File: config.mk
export PLATFORM = sky130hd
export DESIGN_NAME = uart_tx_cfg
export DESIGN_NICKNAME = d
export VERILOG_FILES = /design/src/rtl/uart_pkg.sv /design/src/rtl/uart_baud_gen.sv /design/src/rtl/uart_tx_cfg.sv
export SDC_FILE = /design/constraint.sdc
export NUM_CORES = 1
export LEC_CHECK = 0
export ABC_AREA = 1
export BUFFER_PORTS_ARGS = -buffer_cell sky130_fd_sc_hd__buf_2
export CAP_MARGIN = 10
export CORE_ASPECT_RATIO = 0.5
export CORE_MARGIN = 2
export CORE_UTILIZATION = 40
export CTS_CLUSTER_DIAMETER = 30
export DETAILED_ROUTE_END_ITERATION = 8
export HOLD_SLACK_MARGIN = 0.12
export RECOVER_POWER = 25
export SYNTH_ARGS = -nofsm -noshare
export SYNTH_HDL_FRONTEND = slang
export SYNTH_HIERARCHICAL = 1
export SYNTH_SLANG_ARGS = --single-unit
export TNS_END_PERCENT = 5
File: constraint.sdc
create_clock -name clk -period 2.62 [get_ports clk]
set_input_delay 0.131 -clock clk [delete_from_list [all_inputs] [get_ports clk]]
set_output_delay 0.131 -clock clk [all_outputs]
set_load 0.02 [all_outputs]
File: src/rtl/uart_pkg.sv
// uart_pkg: shared definitions for the configurable UART transmitter and the
// planned matching receiver.
//   - parity-mode encodings (PAR_NONE / PAR_ODD / PAR_EVEN)
//   - transmitter FSM state encoding
//   - frame_bits(): number of bit times in one frame
package uart_pkg;

  localparam int PAR_NONE = 0;
  localparam int PAR_ODD  = 1;
  localparam int PAR_EVEN = 2;

  typedef enum logic [2:0] {
    S_IDLE   = 3'd0,
    S_START  = 3'd1,
    S_DATA   = 3'd2,
    S_PARITY = 3'd3,
    S_STOP   = 3'd4
  } uart_state_t;

  // Start bit + payload + optional parity + stop bits.
  function automatic int frame_bits(input int data_bits, input int parity,
                                    input int stop_bits);
    return 1 + data_bits + ((parity != PAR_NONE) ? 1 : 0) + stop_bits;
  endfunction

endpackage

File: src/rtl/uart_baud_gen.sv
// uart_baud_gen: bit-time counter shared by the UART transmitter and receiver.
// Ports:
//   clk, rst_n : clock, asynchronous active-low reset
//   en         : count while high; counter is held at 0 while low
//   tick       : high in the last cycle of each bit time (count == BAUD_CNT_MAX-1)
module uart_baud_gen #(
  parameter int BAUD_CNT_MAX = 8
) (
  input  logic clk,
  input  logic rst_n,
  input  logic en,
  output logic tick
);

  localparam int CNT_W = (BAUD_CNT_MAX > 1) ? $clog2(BAUD_CNT_MAX) : 1;
  localparam logic [CNT_W-1:0] CNT_LAST = CNT_W'(BAUD_CNT_MAX - 1);

  logic [CNT_W-1:0] cnt_q;

  always_ff @(posedge clk or negedge rst_n) begin
    if (!rst_n) begin
      cnt_q <= '0;
    end else if (!en) begin
      cnt_q <= '0;
    end else if (cnt_q == CNT_LAST) begin
      cnt_q <= '0;
    end else begin
      cnt_q <= cnt_q + CNT_W'(1);
    end
  end

  assign tick = en && (cnt_q == CNT_LAST);

endmodule

File: src/rtl/uart_tx_cfg.sv
// uart_tx_cfg: configurable UART transmitter (DATA_BITS 5..9, none/odd/even
// parity, 1 or 2 stop bits) with a valid/ready input.
// Ports:
//   clk, rst_n : clock, asynchronous active-low reset
//   tx_valid   : upstream has a word on tx_pdata
//   tx_pdata   : payload, sent LSB first
//   tx_ready   : word can be accepted this cycle
//   tx_busy    : a frame is on the line
//   tx_done    : one-cycle pulse in the last cycle of the last stop bit
//   tx         : serial line, idle high
//
// Handshake: a word transfers on a rising clk edge where tx_valid & tx_ready
// are both high; tx_ready never depends on tx_valid. tx_ready is high in IDLE
// and in the final cycle of the last stop bit, so a word offered in that cycle
// starts its start bit on the very next cycle with no idle gap.
module uart_tx_cfg
  import uart_pkg::*;
#(
  parameter int CLK_F     = 50000000,
  parameter int UART_B    = 9600,
  parameter int DATA_BITS = 8,
  parameter int PARITY    = 0,
  parameter int STOP_BITS = 1
) (
  input  logic                 clk,
  input  logic                 rst_n,
  input  logic                 tx_valid,
  input  logic [DATA_BITS-1:0] tx_pdata,
  output logic                 tx_ready,
  output logic                 tx_busy,
  output logic                 tx_done,
  output logic                 tx
);

  localparam int BAUD_CNT_MAX = CLK_F / UART_B;
  localparam int FRAME_BITS   = frame_bits(DATA_BITS, PARITY, STOP_BITS);

  if (BAUD_CNT_MAX < 2 || DATA_BITS < 5 || DATA_BITS > 9 || PARITY < 0 ||
      PARITY > 2 || (STOP_BITS != 1 && STOP_BITS != 2) || FRAME_BITS > 13) begin : g_bad_cfg
    $fatal(1, "uart_tx_cfg: illegal parameter combination");
  end

  localparam logic [3:0] BIT_LAST  = 4'(DATA_BITS - 1);
  localparam logic       STOP_LAST = 1'(STOP_BITS - 1);

  uart_state_t          state_q, state_d;
  logic [DATA_BITS-1:0] shift_q, shift_d;
  logic [3:0]           bit_cnt_q, bit_cnt_d;
  logic                 stop_cnt_q, stop_cnt_d;
  logic                 par_q, par_d;
  logic                 tx_q, tx_d;
  logic                 tick;
  logic                 last_stop;
  logic                 accept;

  uart_baud_gen #(
    .BAUD_CNT_MAX(BAUD_CNT_MAX)
  ) u_baud (
    .clk  (clk),
    .rst_n(rst_n),
    .en   (state_q != S_IDLE),
    .tick (tick)
  );

  assign last_stop = (state_q == S_STOP) && tick && (stop_cnt_q == STOP_LAST);
  assign tx_ready  = (state_q == S_IDLE) || last_stop;
  assign tx_done   = last_stop;
  assign tx_busy   = (state_q != S_IDLE);
  assign tx        = tx_q;
  assign accept    = tx_valid && tx_ready;

  always_ff @(posedge clk or negedge rst_n) begin
    if (!rst_n) begin
      state_q    <= S_IDLE;
      shift_q    <= '0;
      bit_cnt_q  <= '0;
      stop_cnt_q <= 1'b0;
      par_q      <= 1'b0;
      tx_q       <= 1'b1;
    end else begin
      state_q    <= state_d;
      shift_q    <= shift_d;
      bit_cnt_q  <= bit_cnt_d;
      stop_cnt_q <= stop_cnt_d;
      par_q      <= par_d;
      tx_q       <= tx_d;
    end
  end

  always_comb begin
    state_d    = state_q;
    shift_d    = shift_q;
    bit_cnt_d  = bit_cnt_q;
    stop_cnt_d = stop_cnt_q;
    par_d      = par_q;
    tx_d       = 1'b1;

    case (state_q)
      S_IDLE: begin
        if (accept) begin
          state_d = S_START;
        end
      end
      S_START: begin
        if (tick) begin
          state_d   = S_DATA;
          bit_cnt_d = '0;
        end
      end
      S_DATA: begin
        if (tick) begin
          if (bit_cnt_q == BIT_LAST) begin
            state_d    = (PARITY != PAR_NONE) ? S_PARITY : S_STOP;
            stop_cnt_d = 1'b0;
          end else begin
            bit_cnt_d = bit_cnt_q + 4'd1;
            shift_d   = shift_q >> 1;
          end
        end
      end
      S_PARITY: begin
        if (tick) begin
          state_d    = S_STOP;
          stop_cnt_d = 1'b0;
        end
      end
      S_STOP: begin
        if (tick) begin
          if (stop_cnt_q == STOP_LAST) begin
            state_d = accept ? S_START : S_IDLE;
          end else begin
            stop_cnt_d = 1'b1;
          end
        end
      end
      default: state_d = S_IDLE;
    endcase

    // Capture happens in the same cycle as the move to START, from either
    // IDLE or the final stop cycle.
    if (accept) begin
      shift_d = tx_pdata;
      par_d   = (PARITY == PAR_ODD) ? ~(^tx_pdata) : (^tx_pdata);
    end

    // tx is registered: drive the value belonging to the next state.
    case (state_d)
      S_START:  tx_d = 1'b0;
      S_DATA:   tx_d = shift_d[0];
      S_PARITY: tx_d = par_d;
      default:  tx_d = 1'b1;
    endcase
  end

endmodule

Yosys cells after proc, flatten, opt, wreduce, memory -nomap -nowiden
Cells that the tools add are included.

ROM bits: 0. Register bits: 31. Latch bits: 0. Logic and storage cells: 69. Memory bits (writable): 0. Output and inout bits: 4. Bits of input ports: 11. Memories kept: 0.

$add $sub $neg: 2. $mul: 0. Magnitude comparators: 0. Mux-type cells: 27. Bitwise logic cells: 1. Eq/ne operators: 16. Shift operators: 0. Reductions and logical operators: 15. Div/mod/pow operators: 0.

Operators by type and width (count): 8-bit two-way mux (4); 13-bit two-way mux (2); 3-bit two-way mux (7); 3-bit case mux with 5 select lines (1); 2-bit != test (second input constant) (7); 13-bit by 1-bit adder with 13-bit output (second input constant) (1); 13-bit equality test (second input constant) (1); 3-bit by 2-bit equality test with 1-bit output (second input constant) (4); 4-bit two-way mux (3); 4-bit case mux with 2 select lines (1); 8-bit XOR reduction (1); 1-bit two-way mux (7); 3-bit by 1-bit equality test with 1-bit output (second input constant) (2); 1-bit case mux with 3 select lines (2); 2-bit nonzero test (3); 3-bit nonzero test (2); 5-bit AND reduction (1); 4-bit by 1-bit adder with 4-bit output (second input constant) (1); 4-bit by 3-bit equality test with 1-bit output (second input constant) (1); 1-bit logical AND (4); 4-bit AND reduction (1); 3-bit equality test (second input constant) (1); 3-bit logical NOT (1); 3-bit AND reduction (1); other kinds (2) (2).

Depth between registers and ports, before layout
Word-level depth: 12. Gate-level depth with buffers: 13.

By module
The synthesis kept the hierarchy.

Modules (own cells, without submodules): uart_tx_cfg (cells each 148, area an instance 1054.8 um^2, instances 1); uart_baud_gen (cells each 96, area an instance 749.5 um^2, instances 1).

Least setup slack after synthesis
No wires, ideal clock.

Path kind: register to register. Start: register state_q[0]. End: register par_q. Required time: 2.501 ns. Arrival: 1.984 ns. Period minus slack after synthesis: 2.103 ns. Cell stages (with the launch flop): 12. Path slack: 0.517 ns. Library setup time: 0.119 ns. Path through: dfrtp_1 -> nor2_1 -> nand2_1 -> inv_1 -> nor2_1 -> buf_2 -> o21ai_2 -> inv_2 -> nand2_4 -> inv_4 -> or2_1 -> and2_1.

Longest elaborated chain between the ends: 7.

RTL lines: start, declared (line uart_tx_cfg.sv:46) `uart_state_t state_q, state_d;`; start signal, assigned (line uart_tx_cfg.sv:81) `state_q <= state_d;`; 3-bit nonzero test; named net tx_busy (line uart_tx_cfg.sv:30) `output logic tx_busy,`; 1-bit logical AND (line uart_baud_gen.sv:32) `assign tick = en && (cnt_q == CNT_LAST);`; named net tick (line uart_tx_cfg.sv:52) `logic tick;`; 1-bit logical AND (2 in series) (line uart_tx_cfg.sv:65) `assign last_stop = (state_q == S_STOP) && tick && (stop_cnt_q == STOP_LAST);`; 1-bit logical OR (line uart_tx_cfg.sv:66) `assign tx_ready = (state_q == S_IDLE) || last_stop;`; named net tx_ready (line uart_tx_cfg.sv:29) `output logic tx_ready,`; 1-bit logical AND (line uart_tx_cfg.sv:70) `assign accept = tx_valid && tx_ready;`; 1-bit two-way mux (line uart_tx_cfg.sv:141) `if (accept) begin`; named net par_d (line uart_tx_cfg.sv:50) `logic par_q, par_d;`; end signal, assigned (line uart_tx_cfg.sv:85) `par_q <= par_d;`; end, declared (line uart_tx_cfg.sv:50).

The timed path passes the listed nets, and every way through them passes these cells. A chain may end at the register's enable or synchronous reset.

Final worst setup path
Start: register state_q[0]. End: register par_q.

Longest elaborated chain between the ends: 7.

RTL lines: 3-bit nonzero test (line uart_tx_cfg.sv:61) `.en (state_q != S_IDLE),`; 1-bit logical AND (line uart_baud_gen.sv:32); named net tick (line uart_tx_cfg.sv:52); 1-bit logical AND (2 in series) (line uart_tx_cfg.sv:65); 1-bit logical OR (line uart_tx_cfg.sv:66); 1-bit logical AND (line uart_tx_cfg.sv:70); 1-bit two-way mux (line uart_tx_cfg.sv:141); named net par_d (line uart_tx_cfg.sv:50).

The timed path passes the listed nets, and every way through them passes these cells.

==> results.json <==
{
  "drtPass1Iterations": 4,
  "leakagePower_nw": 1.06,
  "synth_area_per_cell_sq_um": 7.39,
  "synthFlopType": "dfrtp_1",
  "place_area_sq_um": 1950,
  "ys.warnings.count": 6,
  "slew_viol_final": 31,
  "async_flop_share": 1.00,
  "worst_ep_arrival_time_ns": 2.27,
  "grt.met2_usage": 0.257,
  "p_sw_frac": 0.309,
  "antenna_found_initial": 0,
  "fin_area_sq_um": 2050,
  "rrSetupSlack_ns": 0.52,
  "yosysUniqueCellTypes": 33,
  "grt_overflow_total": 0,
  "netlist_instances": 244,
  "ir_worst_vdd_v": 0.000223,
  "clkLatencyLatePin_ns": 0.28,
  "clk_pin_slew_ns": 0.07,
  "r2r_start": "state_q[0]",
  "grt.met3_usage": 0.0444,
  "drc": 0,
  "worstPathMaxFanout": 9,
  "die_w_um": 99.0,
  "drtIter0Drc": 77,
  "crit_path_end_kind": "register",
  "postLayoutSetupSlackWorst_ns": 0.522,
  "final_common_cell": "nand2_1",
  "wl_per_cell_um": 10.9,
  "finalHoldViolations": 0,
  "cts_sinks": 30,
  "tritoncts": "built",
  "vias": 1522,
  "rows": 17,
  "die_y_um": 51.5,
  "layout_common_cells": "nand2_1, nor2_1, inv_1",
  "clkPwrFrac": 0.308,
  "power.switching_w": 0.000387,
  "n_antenna_cell": 0,
  "core-area_sq_um": 4360,
  "max-slew-margin-rel": -0.0771,
  "r2r_cells": 11,
  "synth-edff-count": 0,
  "grt_pass1_wl_mm": 6.10,
  "syn_area_sq_um": 1800,
  "root_buffer": "clkbuf_8",
  "period_share": 0.801,
  "cap_violations": 1,
  "dieArea_sq_um": 5100,
  "met1_usage": 0.197,
  "worstReg2RegEnd": "par_q",
  "dpl.hpwl_mm": 2.65,
  "crit_type": "reg -> reg",
  "p_int_w": 0.000866,
  "io_pins": 15,
  "port_buffers": 14,
  "violations": "capacitance limit, slew limit",
  "required_ns": 2.79,
  "grt_start_max_net_pins": 31,
  "via_per_inst": 4.70,
  "combPwrFrac": 0.196,
  "whs_ns": 0.141,
  "tns_ns": 0,
  "holdPathStages": 3,
  "worst_pin_slew_ns": 1.62,
  "fin_nets": 279,
  "finalWeightedCongestion": 0.935,
  "power_density_nw_per_um2": 612,
  "grt-busiest-layer": "met2",
  "final_antenna_net_count": 0,
  "pre_cts_ws_ns": 0.546,
  "worstHoldStart": "tx_pdata[5]",
  "min_delay_worst_endpoint": "shift_q[5]",
  "cts_buffers": 5,
  "ctsHtreeMaxLevel": 2,
  "max_freq_ghz": 0.477,
  "layout-drive-gt1-share": 0.187,
  "syn_nets": 257,
  "fin_skew_ns": 0.00463,
  "first_global_vias": 1402,
  "min_path_type": "in -> reg",
  "outcome": "finished with violations",
  "syn_to_final_growth_pct": 13.5,
  "yosysSeqAreaShare": 0.417,
  "grt_setup_unrepaired": "no",
  "start_util": 0.414,
  "setup_viol": 0,
  "grt_usage": 0.155,
  "clk_path_buf_depth": 2,
  "startpoint_type": "register",
  "p_seq_frac": 0.495,
  "min_period_ns": 2.10,
  "synth.ff_latch_count": 30,
  "drt_wl_total_mm": 3.53
}
-- worst max-delay path by stage --
stage                    start  endpoint  slack [ns]  cells past startpoint
floorplan           state_q[0]     par_q        0.52                     11
detailed placement  state_q[0]     par_q        0.55                     11
finish              state_q[0]     par_q        0.52                     11
CTS                 state_q[0]     par_q        0.52                     11
global route        state_q[0]     par_q        0.34                     11
global placement    state_q[0]     par_q        0.58                     11
-- what timing repair did --
item,4_1_cts,5_1_grt
hold endpoints to repair,29,0
gates resized for setup,0,0
hold buffers,1,0
setup buffers,0,0
-- cells in the mapped netlist, drive strengths merged, types with 3 or more instances --
library cell	count	area, sq um
nand2	77	312
nor2	41	189
inv	39	149
dfrtp	29	726
nand3	16	108
o21ai	7	42.5
nand4	5	31.3
a22oi	4	30.0
xor2	4	35.0
a21oi	3	15.0
nor3	3	20.0
o221ai	3	26.3
-- power by group through the flow --
stage / clock network, W / logic, W / registers, W
after global placement: 0 / 0.000247 / 0.000625
after CTS: 0.000397 / 0.000250 / 0.000621
after floorplan: 0 / 0.000188 / 0.000614
after detailed placement: 0 / 0.000248 / 0.000627
after global routing: 0.000425 / 0.000290 / 0.000629
final: 0.000386 / 0.000246 / 0.000621
-- final cells by class --
type / count / area (sq um)
Clock buffer: 8 / 90.1
Fill cell: 434 / 2310
Inverter: 40 / 158
Multi-Input combinational cell: 173 / 890
Sequential cell: 30 / 752
Tap cell: 57 / 71.3
Timing Repair Buffer: 16 / 86.3
-- sequential cells by signal (all words and copies together), names as in the netlist --
| signal | flops |
|---|---|
| u_baud/cnt_q | 13 |
| state_q | 3 |
| bit_cnt_q | 4 |
| shift_q | 8 |
| tx | 1 |
| par_q | 1 |
-- metrics by stage --
| stage | total power [W] | utilization | instances |
|---|---|---|---|
| floorplan | 0.000801 | - | 244 |
| global placement | 0.000873 | 0.447 | 315 |
| detailed placement | 0.000876 | 0.447 | 315 |
| CTS | 0.00127 | 0.470 | 324 |
| global route | 0.00134 | 0.469 | 324 |
| finish | 0.00125 | 0.469 | 324 |
-- layer usage --
metal / vias up / share of wire
met2: 24 / 0.46
met1: 693 / 0.50
li1: 803 / -
met4: 0 / 0.0071
met5: - / 0
met3: 2 / 0.031
-- critical path: stages (launching register included) --
cell and delay [ns]:
dfrtp_1 0.41, nor2_1 0.21, nand2_1 0.17, inv_1 0.22
nor2_1 0.08, buf_4 0.17, o21ai_2 0.14, inv_2 0.07
nand2_4 0.08, inv_4 0.07, or2_1 0.21, and2_1 0.16
-- kinds of logic after synthesis --
kind of cell / Yosys count / synth area share
fa+ha+maj: 2 / 0.0139
simple gates: 147 / 0.384
compound gates: 18 / 0.0666
buf+inv: 41 / 0.0902
flops: 30 / 0.417
xor+xnor: 6 / 0.0291
Power figures use the tool's default switching activity.
